<file path="config.mk">
export PLATFORM = sky130hd
export DESIGN_NAME = dadder_bcd_seq
export DESIGN_NICKNAME = d
export VERILOG_FILES = /design/src/rtl/dadder_pkg.sv /design/src/rtl/dadder_digit_slice.sv /design/src/rtl/dadder_bcd_seq.sv
export SDC_FILE = /design/constraint.sdc
export NUM_CORES = 1
export LEC_CHECK = 0
export CELL_PAD_IN_SITES_DETAIL_PLACEMENT = 1
export CELL_PAD_IN_SITES_GLOBAL_PLACEMENT = 1
export CORE_MARGIN = 4
export CORE_UTILIZATION = 40
export DETAILED_ROUTE_END_ITERATION = 6
export PLACE_DENSITY_LB_ADDON = 0.1
export RECOVER_POWER = 50
export SETUP_SLACK_MARGIN = 0.5
export SLEW_MARGIN = 20
export SYNTH_ARGS = -nofsm -noshare
export SYNTH_HDL_FRONTEND = slang
export SYNTH_SLANG_ARGS = --single-unit
</file>
<file path="constraint.sdc">
create_clock -name clk -period 8.2 [get_ports clk]
set_clock_uncertainty 0.15 [all_clocks]
set_input_delay 2.05 -clock clk [delete_from_list [all_inputs] [get_ports clk]]
set_output_delay 2.05 -clock clk [all_outputs]
set_load 0.05 [all_outputs]
</file>
<file path="src/rtl/dadder_pkg.sv">
// Shared types, constants and BCD digit helpers for the sequential decimal adder.
package dadder_pkg;

    typedef enum logic [1:0] {
        IDLE,
        CALC,
        FIXUP,
        DONE
    } dadder_state_t;

    localparam logic       DADDER_OP_ADD = 1'b1;
    localparam logic       DADDER_OP_SUB = 1'b0;
    localparam logic [3:0] BCD_MAX_DIGIT = 4'd9;

    function automatic logic [3:0] bcd_nines_comp(input logic [3:0] digit);
        return BCD_MAX_DIGIT - digit;
    endfunction

    function automatic logic bcd_digit_invalid(input logic [3:0] digit);
        return digit > BCD_MAX_DIGIT;
    endfunction

endpackage

</file>
<file path="src/rtl/dadder_digit_slice.sv">
// Combinational one-digit BCD adder: sum = a + b + cin with decimal correction.
module dadder_digit_slice (
    input  logic [3:0] a,
    input  logic [3:0] b,
    input  logic       cin,
    output logic [3:0] sum,
    output logic       cout
);

    logic [4:0] w_bin;

    always_comb begin
        w_bin = {1'b0, a} + {1'b0, b} + {4'b0000, cin};
        if (w_bin > 5'd9) begin
            sum  = w_bin[3:0] + 4'd6;
            cout = 1'b1;
        end else begin
            sum  = w_bin[3:0];
            cout = 1'b0;
        end
    end

endmodule

</file>
<file path="src/rtl/dadder_bcd_seq.sv">
// Multi-digit packed-BCD adder/subtracter, DIGITS_PER_CYCLE digits per clock,
// least-significant slice first; subtraction yields sign-magnitude.
module dadder_bcd_seq
    import dadder_pkg::*;
#(
    parameter  int NUM_DIGITS       = 4,
    parameter  int DIGITS_PER_CYCLE = 1,
    localparam int DATA_WIDTH       = 4 * NUM_DIGITS
) (
    input  logic                  clk,
    input  logic                  reset_n,
    input  logic                  in_vld,
    output logic                  in_rdy,
    input  logic                  op,
    input  logic                  carry_in,
    input  logic [DATA_WIDTH-1:0] op_a,
    input  logic [DATA_WIDTH-1:0] op_b,
    output logic                  out_vld,
    input  logic                  out_rdy,
    output logic                  of_out,
    output logic                  err_out,
    output logic [DATA_WIDTH-1:0] data_out
);

    localparam int NSLICE  = NUM_DIGITS / DIGITS_PER_CYCLE;
    localparam int SLICE_W = 4 * DIGITS_PER_CYCLE;
    localparam int CNT_W   = (NSLICE > 1) ? $clog2(NSLICE) : 1;

    if (NUM_DIGITS % DIGITS_PER_CYCLE != 0) begin : g_bad_param
        $error("DIGITS_PER_CYCLE must divide NUM_DIGITS");
    end

    dadder_state_t         r_state, w_next;
    logic                  r_op, r_carry, r_of, r_err;
    logic [DATA_WIDTH-1:0] r_a, r_b, r_acc, r_dout;
    logic [CNT_W-1:0]      r_cnt;

    logic                  w_invalid, w_last, w_cout;
    logic [SLICE_W-1:0]    w_sa, w_sb, w_ssum;
    logic [DIGITS_PER_CYCLE:0] w_c;
    logic [DATA_WIDTH-1:0] w_acc_next;

    // Operands and accumulator shift right each slice so the active slice is
    // always at bit 0; result digits enter at the top and end up aligned.
    always_comb begin
        w_sa = '0;
        w_sb = '0;
        for (int unsigned d = 0; d < DIGITS_PER_CYCLE; d++) begin
            if (r_state == CALC) begin
                w_sa[4*d +: 4] = r_a[4*d +: 4];
                w_sb[4*d +: 4] = (r_op == DADDER_OP_ADD) ? r_b[4*d +: 4]
                                                         : bcd_nines_comp(r_b[4*d +: 4]);
            end else if (r_state == FIXUP) begin
                w_sb[4*d +: 4] = bcd_nines_comp(r_acc[4*d +: 4]);
            end
        end
    end

    assign w_c[0] = r_carry;
    for (genvar g = 0; g < DIGITS_PER_CYCLE; g++) begin : g_digit
        dadder_digit_slice u_digit (
            .a   (w_sa[4*g +: 4]),
            .b   (w_sb[4*g +: 4]),
            .cin (w_c[g]),
            .sum (w_ssum[4*g +: 4]),
            .cout(w_c[g+1])
        );
    end
    assign w_cout     = w_c[DIGITS_PER_CYCLE];
    assign w_acc_next = (r_acc >> SLICE_W) | (DATA_WIDTH'(w_ssum) << (DATA_WIDTH - SLICE_W));
    assign w_last     = (r_cnt == CNT_W'(NSLICE - 1));

    always_comb begin
        w_invalid = 1'b0;
        for (int unsigned d = 0; d < NUM_DIGITS; d++) begin
            if (bcd_digit_invalid(op_a[4*d +: 4]) || bcd_digit_invalid(op_b[4*d +: 4]))
                w_invalid = 1'b1;
        end
    end

    always_ff @(posedge clk or negedge reset_n) begin
        if (!reset_n) r_state <= IDLE;
        else          r_state <= w_next;
    end

    always_comb begin
        w_next = r_state;
        case (r_state)
            IDLE:  if (in_vld) w_next = w_invalid ? DONE : CALC;
            CALC:  if (w_last) w_next = (r_op == DADDER_OP_ADD || w_cout) ? DONE : FIXUP;
            FIXUP: if (w_last) w_next = DONE;
            DONE:  if (out_rdy) w_next = IDLE;
            default: w_next = IDLE;
        endcase
    end

    always_comb begin
        in_rdy   = (r_state == IDLE);
        out_vld  = (r_state == DONE);
        of_out   = r_of;
        err_out  = r_err;
        data_out = r_dout;
    end

    always_ff @(posedge clk or negedge reset_n) begin
        if (!reset_n) begin
            r_op    <= DADDER_OP_SUB;
            r_carry <= 1'b0;
            r_a     <= '0;
            r_b     <= '0;
            r_acc   <= '0;
            r_cnt   <= '0;
            r_dout  <= '0;
            r_of    <= 1'b0;
            r_err   <= 1'b0;
        end else begin
            case (r_state)
                IDLE: if (in_vld) begin
                    r_op    <= op;
                    r_a     <= op_a;
                    r_b     <= op_b;
                    r_carry <= (op == DADDER_OP_ADD) ? carry_in : 1'b1;
                    r_acc   <= '0;
                    r_cnt   <= '0;
                    if (w_invalid) begin
                        r_dout <= '0;
                        r_of   <= 1'b0;
                        r_err  <= 1'b1;
                    end
                end
                CALC, FIXUP: begin
                    r_a     <= r_a >> SLICE_W;
                    r_b     <= r_b >> SLICE_W;
                    r_acc   <= w_acc_next;
                    r_carry <= w_cout;
                    r_cnt   <= w_last ? '0 : r_cnt + 1'b1;
                    if (w_last) begin
                        if (r_state == FIXUP) begin
                            r_dout <= w_acc_next;
                            r_of   <= 1'b1;
                            r_err  <= 1'b0;
                        end else if (r_op == DADDER_OP_ADD || w_cout) begin
                            r_dout <= w_acc_next;
                            r_of   <= (r_op == DADDER_OP_ADD) ? w_cout : 1'b0;
                            r_err  <= 1'b0;
                        end else begin
                            r_carry <= 1'b1;
                        end
                    end
                end
                default: ;
            endcase
        end
    end

endmodule

</file>
* After elaboration in Yosys (flattened, before gate mapping) *
Cells that the tools add are included.

operators by class
  add/subtract/negate cells = 6
  multiplexer cells = 51
  order comparisons = 9
  bitwise operators = 1
  eq/ne operators = 11
  reductions and logical operators = 12

operators with widths
  operator                                            number
  2-to-1 mux 16 bit                                   8
  case mux 16 bit (2 select lines)                    4
  > comparator 4 bit, second input constant           8
  2-to-1 mux 1 bit                                    22
  2-to-1 mux 4 bit                                    5
  bitwise OR 12 x 16 -> 16 bit                        1
  2-to-1 mux 2 bit                                    7
  != test 2 bit, second input constant                4
  case mux 2 bit (4 select lines)                     1
  subtractor 4 bit, first input constant              2
  equality test 2 bit, second input constant          3
  case mux 1 bit (2 select lines)                     3
  adder 4 x 4 -> 5 bit                                1
  adder 5 x 1 -> 5 bit                                1
  > comparator 5 x 4 -> 1 bit, second input constant  1
  logical OR 1 bit                                    5
  AND reduction 5 bit                                 1
  adder 4 x 3 -> 4 bit, second input constant         1
  != test 2 x 1 -> 1 bit, second input constant       2
  case mux 2 bit (2 select lines)                     1
  AND reduction 2 bit                                 2
  AND reduction 4 bit                                 1
  != test 3 bit, second input constant                1
  adder 2 x 1 -> 2 bit, second input constant         1
  4 further kinds                                     4

word-level totals
  logic and storage cells = 100
  output and inout port bits = 20
  register bits = 72
  bits of input ports = 38

* Logic depth before layout (Yosys ltp) *
Gate-level depths: netlist of the first run.

  depth in word-level cells = 12
  mapped depth = 17
  gate-level depth less buffers = 15

* Modules after synthesis *
A second synthesis of the first run with hierarchy kept.

second synthesis, totals
  cell total of the unflattened synthesis = 331
  area total of the unflattened synthesis = 3532.1 µm²

by module, submodules not included
  module              seq. area each (µm²)  times used  area an instance (µm²)  cells an instance
  dadder_bcd_seq      1801.7                1           3320.7                  309
  dadder_digit_slice  0.0                   1           211.5                   22

* Worst setup path after synthesis of the first run *
Ideal clock, no wire load.

  path kind = reg-to-reg
  start point = register r_state[1]
  end point = register r_dout[15] (netlist: data_out[15])
  path slack = 4.616 ns
  setup time = 0.125 ns
  arrival = 3.309 ns
  data required time = 7.925 ns
  period minus slack after synthesis = 3.584 ns
  path buffers = 1
  cell stages (with the launch flop) = 16
  path through = dfrtp_1 -> inv_1 -> ha_1 -> nand2b_1 -> nor2_1 -> a21oi_1 -> fa_1 -> inv_1 -> fa_1 -> xnor2_1 -> ha_1 -> a22oi_4 -> a31oi_4 -> a311o_1 -> buf_6 -> mux2_4

between the ends
  cells in the longest elaborated chain, start to end = 12
  elaborated cells between the ends (all ways) = 25
  those cells by class = 3 x add/sub; 1 x order compare; 6 x eq/ne; 9 x mux; 1 x bitwise; 5 x reduce/logical

ends and longest elaborated chain
  element                                                                     RTL line                                                            RTL
  from (decl)                                                                 dadder_bcd_seq.sv:33                                                dadder_state_t r_state, w_next;
  from (signal assigned)                                                      dadder_bcd_seq.sv:83                                                else r_state <= w_next;
  equality test 2 bit                                                         dadder_bcd_seq.sv:53, dadder_bcd_seq.sv:117, dadder_bcd_seq.sv:138
  2-to-1 mux 4 bit                                                            dadder_bcd_seq.sv:53                                                end else if (r_state == FIXUP) begin
  2-to-1 mux 4 bit                                                            dadder_bcd_seq.sv:49                                                if (r_state == CALC) begin
  adder 4 x 4 -> 5 bit                                                        dadder_digit_slice.sv:13                                            w_bin = {1'b0, a} + {1'b0, b} + {4'b0000, cin};
  adder 5 x 1 -> 5 bit                                                        dadder_digit_slice.sv:13
  adder 4 x 3 -> 4 bit / > comparator 5 x 4 -> 1 bit (equally long branches)  dadder_digit_slice.sv:15, dadder_digit_slice.sv:14
  2-to-1 mux 4 bit                                                            dadder_digit_slice.sv:14                                            if (w_bin > 5'd9) begin
  bitwise OR 12 x 16 -> 16 bit                                                dadder_bcd_seq.sv:70                                                assign w_acc_next = (r_acc >> SLICE_W) | (DATA_WIDTH'(w_ssum) << (DATA_WIDTH - SLICE_W));
  2-to-1 mux 16 bit                                                           dadder_bcd_seq.sv:142                                               end else if (r_op == DADDER_OP_ADD || w_cout) begin
  2-to-1 mux 16 bit                                                           dadder_bcd_seq.sv:138                                               if (r_state == FIXUP) begin
  2-to-1 mux 16 bit                                                           dadder_bcd_seq.sv:137                                               if (w_last) begin
  case mux 16 bit (2 select lines)                                            dadder_bcd_seq.sv:117                                               case (r_state)
  to (signal assigned)                                                        dadder_bcd_seq.sv:139                                               r_dout <= w_acc_next;
  to (signal assigned)                                                        dadder_bcd_seq.sv:143                                               r_dout <= w_acc_next;
  to (decl)                                                                   dadder_bcd_seq.sv:35                                                logic [DATA_WIDTH-1:0] r_a, r_b, r_acc, r_dout;

Parallel ways exist; a longest one is shown, timed or not. The select of a mux whose other input is x is not followed.
A chain may end at the register's enable or synchronous reset.

==> metrics.md, run 1 <==
| Metric | Value |
|---|---|
| Status | `finished with violations` |
| Violated checks | `capacitance limit, slew limit` |
| Critical Path End Type | `asynchronous set/reset pin` |
| Overall global routing resource usage | `16.9%` |
| Clk sinks | `72` |
| DP Worst Slack | `between 3000 and 4000 ps` |
| Worst-case reg-to-reg path depth | `14` |
| YS warnings | `0` |
| Synth area leader | `dfrtp_1` |
| Worst setup SP type | `input pin` |
| Synth cell types | `36` |
| Final setup TNS | `0 ps` |
| First-pass GRT wire length | `13.8 mm` |
| IO Port Bufs | `57` |
| CTS tree | `yes` |
| Layout cells sized above 1 | `11.8%` |
| Cells along the critical path | `buf_2 > clkbuf_1` |
| DR pass1 iterations | `4` |
| Worst Slack Setup Final | `around 2700 ps` |
| Cts hold-fix bufs | `0` |
| WHS Endpoint | `data_out[0]` |
| Root buffer cell | `clkbuf_8` |
| DIE HEIGHT | `103 µm` |
| Synth Cell Area | `0.00360 mm²` |
| # DRC | `0` |
| Hold_sp | `data_out[0]` |
| Initial antenna violation count | `0` |
| I/O pin cnt | `58` |
| Post-DR wirelength/cell | `16.0 µm` |
| Placer congestion estimate | `between 0.7 and 0.8` |
| DP HPWL | `5.67 mm` |
| CTS Buf Count | `9` |
| Row count | `34` |
| Buf+Inv Stages, Crit Path | `2` |
| Initial Util | `41.3%` |
| Die Wd | `103 µm` |
| Launch point of the worst reg-to-reg path | `r_state[1]` |
| Worst slew pin tran | `3880 ps` |
| DR vias | `2665` |
| Layout area overhead | `22.8%` |
| Final worst path period need | `5480 ps` |
| Slew HR | `-159%` |
| ANT cells | `0` |
| Data required, critical path | `7610 ps` |
| Synth top area share | `50.1%` |
| Antenna Nets Post-Route | `0` |
| Net count reported at finish | `446` |
| Critical path arrival | `4880 ps` |
| Top delay family on crit path | `buffers and inverters` |
| Slowest-stage cell, CP | `clkbuf_1` |
| Mapped Cells | `342` |
| Maximum clock path buffer count | `2` |
| Final WL | `8.11 mm` |
| Synth Net Count | `394` |
| R2R Setup Slk | `3670 ps` |
| Setup CP Type | `input pin to asynchronous set/reset pin` |
| Hold Crit Class | `register to register` |
| Drt via density | `5.26` |
| Crit Path Max Fanout | `72` |
| CTS clk-pin slew, worst paths | `approximately 70 ps` |
| Register area share after synthesis | `50.1%` |
| Post-CTS Setup Inserts | `0` |
| RSZ-0062 raised after global routing | `no` |
| Largest net degree at the start of global routing | `between 70 and 80` |
| Post-CTS sizing | `0` |
| Skew-Pair Late Insertion Delay | `350 ps` |
| Top post-synthesis cells by area | `dfrtp_1 50%, nand2_1 7.5%, mux2i_1 7.0%, o21ai_0 5.8%, a22o_1 5.4%` |
| H-tree depth | `3` |
| Final setup fails | `0` |
| Final global-route overflow total | `0` |
| Fmax | `183 MHz` |
| Crit Reg-Reg Endpoint | `data_out[15]` |
| Synth Register Bits | `72` |
| # Max-Cap Violations | `2` |
| Die ar. | `0.0106 mm²` |
| Initial drt markers | `79` |
| Fin crit share | `66.8%` |
| Vias in the first global route | `2797` |
| Core area | `0.00872 mm²` |
| Filler instances | `981` |
| Slowest stage delay, CP | `2700 ps` |
| Avg Cell Area, Syn | `10.5 µm²` |
| WHS Path Cells | `2` |
| Max-slew violations | `151` |
| Final Hold Viols | `0` |
cells in the final DEF, fill, tap and decap left out, types with 5 or more instances in the layout:
| master | Yosys | routed |
|---|---|---|
| xnor2_1 | 5 | 5 |
| mux2i_1 | 25 | 25 |
| inv_1 | 12 | 12 |
| a22o_1 | 22 | 22 |
| o21ai_2 | 15 | 15 |
| clkbuf_8 | 0 | 9 |
| dfrtp_1 | 72 | 72 |
| ha_1 | 12 | 11 |
| nand2_1 | 72 | 72 |
| nor2_1 | 7 | 7 |
| o31ai_1 | 5 | 5 |
| clkdlybuf4s50_1 | 0 | 54 |
| o21ai_0 | 42 | 42 |
synth_stat cells:
cell / count
buf_6: 1
a21o_1: 1
mux2_2: 3
and2_1: 4
mux2_4: 1
buf_1: 5
a31oi_4: 1
mux2i_1: 25
a21o_2: 2
o21ai_0: 42
a22o_1: 22
ha_1: 12
dfrtp_1: 72
nand4_1: 1
o311a_1: 1
or2_2: 1
or3_4: 1
nand3_1: 2
xnor2_1: 5
o21ai_2: 15
o21a_1: 1
clkbuf_1: 10
nor2_1: 7
nand2b_1: 3
a21oi_1: 4
a311o_1: 1
and3b_4: 1
a32o_1: 1
fa_1: 2
buf_12: 1
nand2_1: 72
a22oi_4: 1
inv_1: 12
o221ai_1: 2
o31ai_1: 5
buf_8: 2
sequential cells by signal (all words and copies together) (netlist names):
name and count:
r_carry 1, r_acc 16, of_out 1, err_out 1
data_out 16, r_op 1, r_b 16, r_cnt 2
r_state 2, r_a 16
layout make-up:
cell class	instances	area, µm²	share of cell area, %
clock buffer	9	124	2.80
clock inverter	7	95.1	2.15
inverter	12	45.0	1.02
multi-input combinational	239	1640	37.1
sequential	72	1800	40.8
tap	108	135	3.06
timing repair buffer	60	581	13.1
worst max path at each step:
stage                     startpoint           end  slack (ps)  cells after the start
after floorplan           r_state[1]  data_out[15]        4620                     15
after global placement       op_a[2]  data_out[15]        3520                      6
after detailed placement     op_a[2]  data_out[15]        3530                      6
after CTS                 r_state[1]  data_out[15]        3610                     14
after global routing         reset_n        r_b[3]        1850                      2
final                        reset_n        r_b[6]        2720                      2
through the flow:
step / area [µm²] / std cells / hold WS [ps] / utilization (%)
2_1_floorplan: 3600 / 342 / 292 / -
3_3_place_gp: 4210 / 491 / 311 / 48.3
3_5_place_dp: 4210 / 491 / 316 / 48.3
4_1_cts: 4430 / 507 / 333 / 50.8
5_1_grt: 4420 / 507 / 363 / 50.7
6_report: 4420 / 507 / 328 / 50.7
cells by family (layout without fill, tap and decap cells):
kind of cell             count (synthesis)  after routing  synth area share [%]
flip-flops                              72             72                  50.1
buffers and inverters                   31             88                  4.52
XOR/XNOR                                 5              5                  1.22
AND/OR/NAND/NOR                         92             92                  10.7
AO/OA/AOI/OAI                           99             99                  19.9
adder cells (fa/ha/maj)                 14             14                  5.29
multiplexers                            29             29                  8.31
per-layer routing:
metal | track usage, % | share of wire (%) | up-vias
li1 | - | - | 1299
met1 | 22.0 | 45 | 1299
met2 | 28.0 | 49 | 55
met3 | 2.98 | 4.2 | 12
met4 | 6.47 | 1.7 | 0
met5 | 0 | 0 | -
Power of run 1 is not shown: default switching activity piles up to over one toggle a cycle in this logic, so the estimate is an artifact.
==> inputs of run 2 (changes only) <==
--- a/config.mk
+++ b/config.mk
@@ -8,7 +8,7 @@
 export CELL_PAD_IN_SITES_DETAIL_PLACEMENT = 1
 export CELL_PAD_IN_SITES_GLOBAL_PLACEMENT = 1
 export CORE_MARGIN = 4
-export CORE_UTILIZATION = 40
+export CORE_UTILIZATION = 38
 export DETAILED_ROUTE_END_ITERATION = 6
 export PLACE_DENSITY_LB_ADDON = 0.1
 export RECOVER_POWER = 50
==> constraint.sdc (replaced) <==
create_clock -name clk -period 4.7 [get_ports clk]
set_clock_uncertainty 0.15 [all_clocks]
set_input_delay 1.175 -clock clk [delete_from_list [all_inputs] [get_ports clk]]
set_output_delay 1.175 -clock clk [all_outputs]
set_load 0.05 [all_outputs]
==> run 2 against run 1 <==
  * Global-route usage decreased by 0.68 points
  * Non-clock buffer count increased by 2
  * Critical path type is now register to register
  * First-iteration DRC count increased by 5.1%
  * The run still ends with capacitance limit, slew limit left
==> metrics.md, run 2 (synthesis results as in run 1) <==
| Metric | Value |
|---|---|
| Status | `finished with violations` |
| Violated checks | `capacitance limit, slew limit` |
| Post-CTS sizing | `0` |
| DP HPWL | `6.22 mm` |
| Clk sinks | `72` |
| Final Hold Viols | `0` |
| Antenna Nets Post-Route | `0` |
| Filler instances | `between 1000 and 1500` |
| Overall global routing resource usage | `16.2%` |
| Crit Path Max Fanout | `28` |
| Data required, critical path | `4790 ps` |
| Vias in the first global route | `~2800` |
| Slowest-stage cell, CP | `a311o_2` |
| Crit path depth | `16` |
| Layout cells sized above 1 | `11.7%` |
| Launch point of the worst reg-to-reg path | `r_state[1]` |
| Setup CP Type | `register to register` |
| Die Wd | `105 µm` |
| Cts hold-fix bufs | `0` |
| Crit Reg-Reg Endpoint | `data_out[2]` |
| Layout area overhead | `23.3%` |
| DR vias | `2637` |
| Initial antenna violation count | `0` |
| Largest net degree at the start of global routing | `a little under 50` |
| Post-DR wirelength/cell | `15.8 µm` |
| Hold_sp | `data_out[4]` |
| Net count reported at finish | `448` |
| Row count | `35` |
| Final worst path period need | `3930 ps` |
| Post-CTS Setup Inserts | `0` |
| Final setup TNS | `0 ps` |
| Final WL | `8.37 mm` |
| Fin crit share | `83.6%` |
| Buf+Inv Stages, Crit Path | `3` |
| DIE HEIGHT | `about 110 µm` |
| Top delay family on crit path | `adder cells` |
| Critical path arrival | `between 4000 and 5000 ps` |
| Initial Util | `38.9%` |
| Placer congestion estimate | `a little under 0.8` |
| Worst setup SP type | `register` |
| CTS tree | `yes` |
| Cells along the critical path | `inv_1 > ha_1 > nand2b_1 > nor2_1 > a21oi_1 > fa_1 > inv_1 > fa_1 > xnor2_2 > ha_1 > a22oi_4 > a31oi_4 > a311o_2 > buf_6 > nand2_1 > o21ai_2` |
| Most frequent cells in the layout | `72 x nand2_1, 72 x dfrtp_1, 55 x clkdlybuf4s50_1` |
| First-pass GRT wire length | `14.3 mm` |
| WHS Path Cells | `2` |
| Slew HR | `-11.3%` |
| Skew-Pair Late Insertion Delay | `about 350 ps` |
| IO Port Bufs | `57` |
| Slowest stage delay, CP | `470 ps` |
| ANT cells | `0` |
| Die ar. | `between 0.01 and 0.015 mm²` |
| Pwr/cell area | `857 mW/mm²` |
| Final setup fails | `0` |
| Final global-route overflow total | `0` |
| Maximum clock path buffer count | `2` |
| CTS clk-pin slew, worst paths | `80 ps` |
| Drt via density | `4.98` |
| Max-slew violations | `79` |
| Core area | `0.00924 mm²` |
| CP startpoint | `r_state[1]` |
| H-tree depth | `3` |
| Worst slew pin tran | `1670 ps` |
| R2R Setup Slk | `770 ps` |
| Root buffer cell | `clkbuf_8` |
| Max IR drop VDD | `0.000368 V` |
| DR pass1 iterations | `4` |
| Critical Path End Type | `register` |
| Static leakage | `1.99 nW` |
| WHS Endpoint | `data_out[4]` |
| I/O pin cnt | `58` |
| Placed instance area | `~0.0043 mm²` |
| Initial drt markers | `83` |
| # DRC | `0` |
| CTS Buf Count | `9` |
| # Max-Cap Violations | `2` |
| RSZ-0062 raised after global routing | `no` |
| Fmax | `254 MHz` |
| Final instance area | `between 0.004 and 0.005 mm²` |
| Worst-case reg-to-reg path depth | `16` |
| Hold Crit Class | `register to register` |
==> run 2: changes by cell type in the layout (fill, tap and decap cells not counted), sizes merged <==
cell	previous run	this run
buf	2	3
bufinv	2	0
clkbuf	11	13
clkdlybuf4s50	54	55
clkinv	3	2
clkinvlp	1	3
dlygate4sd3	2	1
==> run 2: metrics by stage <==
stage               setup slack [ps]  hold slack [ps]  std cells  total power [mW]  util [%]
floorplan                       1120              292        342              2.91         -
global placement                 805              310        514              3.33      46.1
detailed placement               574              315        514              3.40      46.1
CTS                              523              332        530              3.85      48.0
global route                     505              365        530              4.16      48.0
finish                           769              327        530              3.80      48.0
==> run 2: worst max path at each step <==
| stage | end |
|---|---|
| 3_5_place_dp | data_out[2] |
| 6_report | data_out[2] |
| 5_1_grt | data_out[4] |
| 2_1_floorplan | data_out[15] |
| 3_3_place_gp | data_out[14] |
| 4_1_cts | data_out[13] |
==> run 2: worst register-to-register path, stage by stage (launching register included) <==
cell and delay [ps]:
dfrtp_1 430, inv_1 120, ha_1 310, nand2b_1 200, nor2_1 50, a21oi_1 160, fa_1 210, inv_1 50
fa_1 420, xnor2_2 200, ha_1 270, a22oi_4 230, a31oi_4 140, a311o_2 470, buf_6 220, nand2_1 120
o21ai_2 50
==> run 2: report_power, final <==
group,switching [mW],internal [mW]
combinational,1.41,0.905
clock,0.249,0.193
sequential,0.159,0.884
==> run 2: final cells by class <==
class / count / area (µm²) / share of cell area, %
Sequential cell: 72 / 1800 / 40.6
Multi-Input combinational cell: 239 / 1650 / 37.1
Timing Repair Buffer: 62 / 611 / 13.8
Tap cell: 129 / 161 / 3.64
Clock buffer: 10 / 128 / 2.88
Clock inverter: 6 / 45.0 / 1.02
Inverter: 12 / 45.0 / 1.02
==> run 2: metal layers <==
layer  vias up  part of all wire [%]  routed length [µm]  global-route usage, %
met5         -                     0                   0                      0
met4         0                  0.98                  82                   5.34
met3         7                   4.8                 398                   3.74
met2        52                    47                3930                   26.1
met1      1277                    47                3960                   21.5
li1       1301                     -                   -                      -
Note: power is estimated with default switching activity, not from simulation.
==> inputs of run 3 (changes only) <==
--- a/config.mk
+++ b/config.mk
@@ -8,7 +8,7 @@
 export CELL_PAD_IN_SITES_DETAIL_PLACEMENT = 1
 export CELL_PAD_IN_SITES_GLOBAL_PLACEMENT = 1
 export CORE_MARGIN = 4
-export CORE_UTILIZATION = 38
+export CORE_UTILIZATION = 40
 export DETAILED_ROUTE_END_ITERATION = 6
 export PLACE_DENSITY_LB_ADDON = 0.1
 export RECOVER_POWER = 50
==> constraint.sdc (replaced) <==
create_clock -name clk -period 4.1 [get_ports clk]
set_clock_uncertainty 0.15 [all_clocks]
set_input_delay 1.025 -clock clk [delete_from_list [all_inputs] [get_ports clk]]
set_output_delay 1.025 -clock clk [all_outputs]
set_load 0.05 [all_outputs]
==> run 3 against run 2 <==
  * The run now ends clean
  * Cell area rose by 3.7%
  * Wire length rose by 10%
  * Clock-buffer cell count fell by 1
  * Sequential share of layout area fell by 1.4 points
  * Register-to-register slack got worse by 160 ps
  * Critical path type unchanged
  * Critical endpoint is now data_out[15]
  * Highest routed layer unchanged
==> metrics.md, run 3 (synthesis results as in run 1) <==
| Metric | Value |
|---|---|
| Final global-route overflow total | `0` |
| Status | `complete, no violations` |
| Crit Path Max Fanout | `7` |
| CTS tree | `yes` |
| DP HPWL | `6.43 mm` |
| H-tree depth | `3` |
| Worst setup SP type | `register` |
| Initial antenna violation count | `0` |
| DR vias | `2769` |
| Data required, critical path | `4170 ps` |
| Worst slew pin tran | `approximately 1500 ps` |
| RSZ-0062 raised after global routing | `no` |
| Die ar. | `~0.011 mm²` |
| Maximum clock path buffer count | `2` |
| Final Hold Viols | `0` |
| Net count reported at finish | `roughly 470` |
| Hold Crit Class | `register to register` |
| Final setup TNS | `0 ps` |
| Initial Util | `41.3%` |
| Fin crit share | `85.1%` |
| Setup CP Type | `register to register` |
| Fmax | `287 MHz` |
| Root buffer cell | `clkbuf_8` |
| DIE HEIGHT | `103 µm` |
| Largest net degree at the start of global routing | `52` |
| Post-DR wirelength/cell | `17.6 µm` |
| First-pass GRT wire length | `14.4 mm` |
| Final setup fails | `0` |
| Core area | `0.00872 mm²` |
| I/O pin cnt | `58` |
| Skew-Pair Late Insertion Delay | `340 ps` |
| DR pass1 iterations | `4` |
| CTS clk-pin slew, worst paths | `roughly 80 ps` |
| Layout area overhead | `27.9%` |
| ANT cells | `0` |
| Overall global routing resource usage | `approximately 18%` |
| # DRC | `0` |
| # Max-Cap Violations | `0` |
| CTS Buf Count | `9` |
| Cts hold-fix bufs | `0` |
| Placer congestion estimate | `between 0.8 and 0.9` |
| Vias in the first global route | `2929` |
| Most frequent cells in the layout | `71 x nand2_1, 71 x dfrtp_1, 55 x clkdlybuf4s50_1` |
| Initial drt markers | `78` |
| Slew HR | `between 2 and 3%` |
| Final WL | `between 9 and 10 mm` |
| IO Port Bufs | `57` |
| Layout cells sized above 1 | `17.3%` |
| Drt via density | `5.27` |
| Max-slew violations | `0` |
| Critical Path End Type | `register` |
| Row count | `34` |
| Die Wd | `roughly 100 µm` |
| Antenna Nets Post-Route | `0` |
| Critical path arrival | `3560 ps` |
| Final worst path period need | `3490 ps` |
| Clk sinks | `72` |
## run 3: cell types whose count changed in the layout (fill, tap and decap cells not counted), sizes merged
cell	change
a311o	+1
buf	+14
clkbuf	+1
clkinv	+2
clkinvlp	-2
## run 3: cell type report
cell class / instances / area (µm²)
sequential: 72 / 1800
inverter: 12 / 45.0
multi-input combinational: 240 / 1700
tap: 108 / 135
timing repair buffer: 78 / 757
clock buffer: 9 / 124
clock inverter: 6 / 36.3
fill: 985 / 4120
## run 3: worst max-delay path: stages, from the launching register on
cell      delay [ps]
dfrtp_1          400
inv_1            110
ha_4             180
nand2b_4         150
nor2_2            40
a21oi_2          130
fa_2             220
inv_1             60
fa_2             560
inv_2             50
ha_4             170
a22oi_4          200
a31oi_4          140
a311o_2          490
mux2_4           320
## run 3: timing repair
item	in CTS	in global routing
resized for setup	6	9
endpoints found under the setup margin	19	22
gates cloned	0	3
setup buffers	9	4
pin swaps	3	3
## run 3: per-stage QoR
step / std cells / util [%] / worst slack [ps] / hold WS [ps] / instance area (µm²)
after floorplan: 342 / - / 516 / 292 / 3600
after global placement: 494 / 48.8 / 409 / 311 / 4260
after detailed placement: 494 / 48.8 / 257 / 318 / 4260
after CTS: 518 / 51.6 / 514 / 338 / 4500
after global routing: 525 / 52.8 / 448 / 360 / 4600
final: 525 / 52.8 / 611 / 332 / 4600
## run 3: routing by layer
metal | vias up | track usage [%] | wire length [µm]
li1 | 1342 | - | -
met5 | - | 0 | 0
met3 | 13 | 3.59 | 388
met1 | 1357 | 22.0 | 4010
met4 | 0 | 5.98 | 173
met2 | 57 | 30.8 | 4670
## run 3: final timing paths
kind,start,endpoint,slack [ps],depth (start not counted)
worst max-delay path,r_state[1],data_out[15],610,14
worst min-delay path,data_out[14],data_out[14],330,2
worst max register to register,r_state[1],data_out[15],610,14
worst min register to register,data_out[14],data_out[14],330,2
max in group asynchronous,reset_n,r_b[3],1140,2
min in group asynchronous,reset_n,of_out,740,1
Power of run 3 is left out for the same reason.
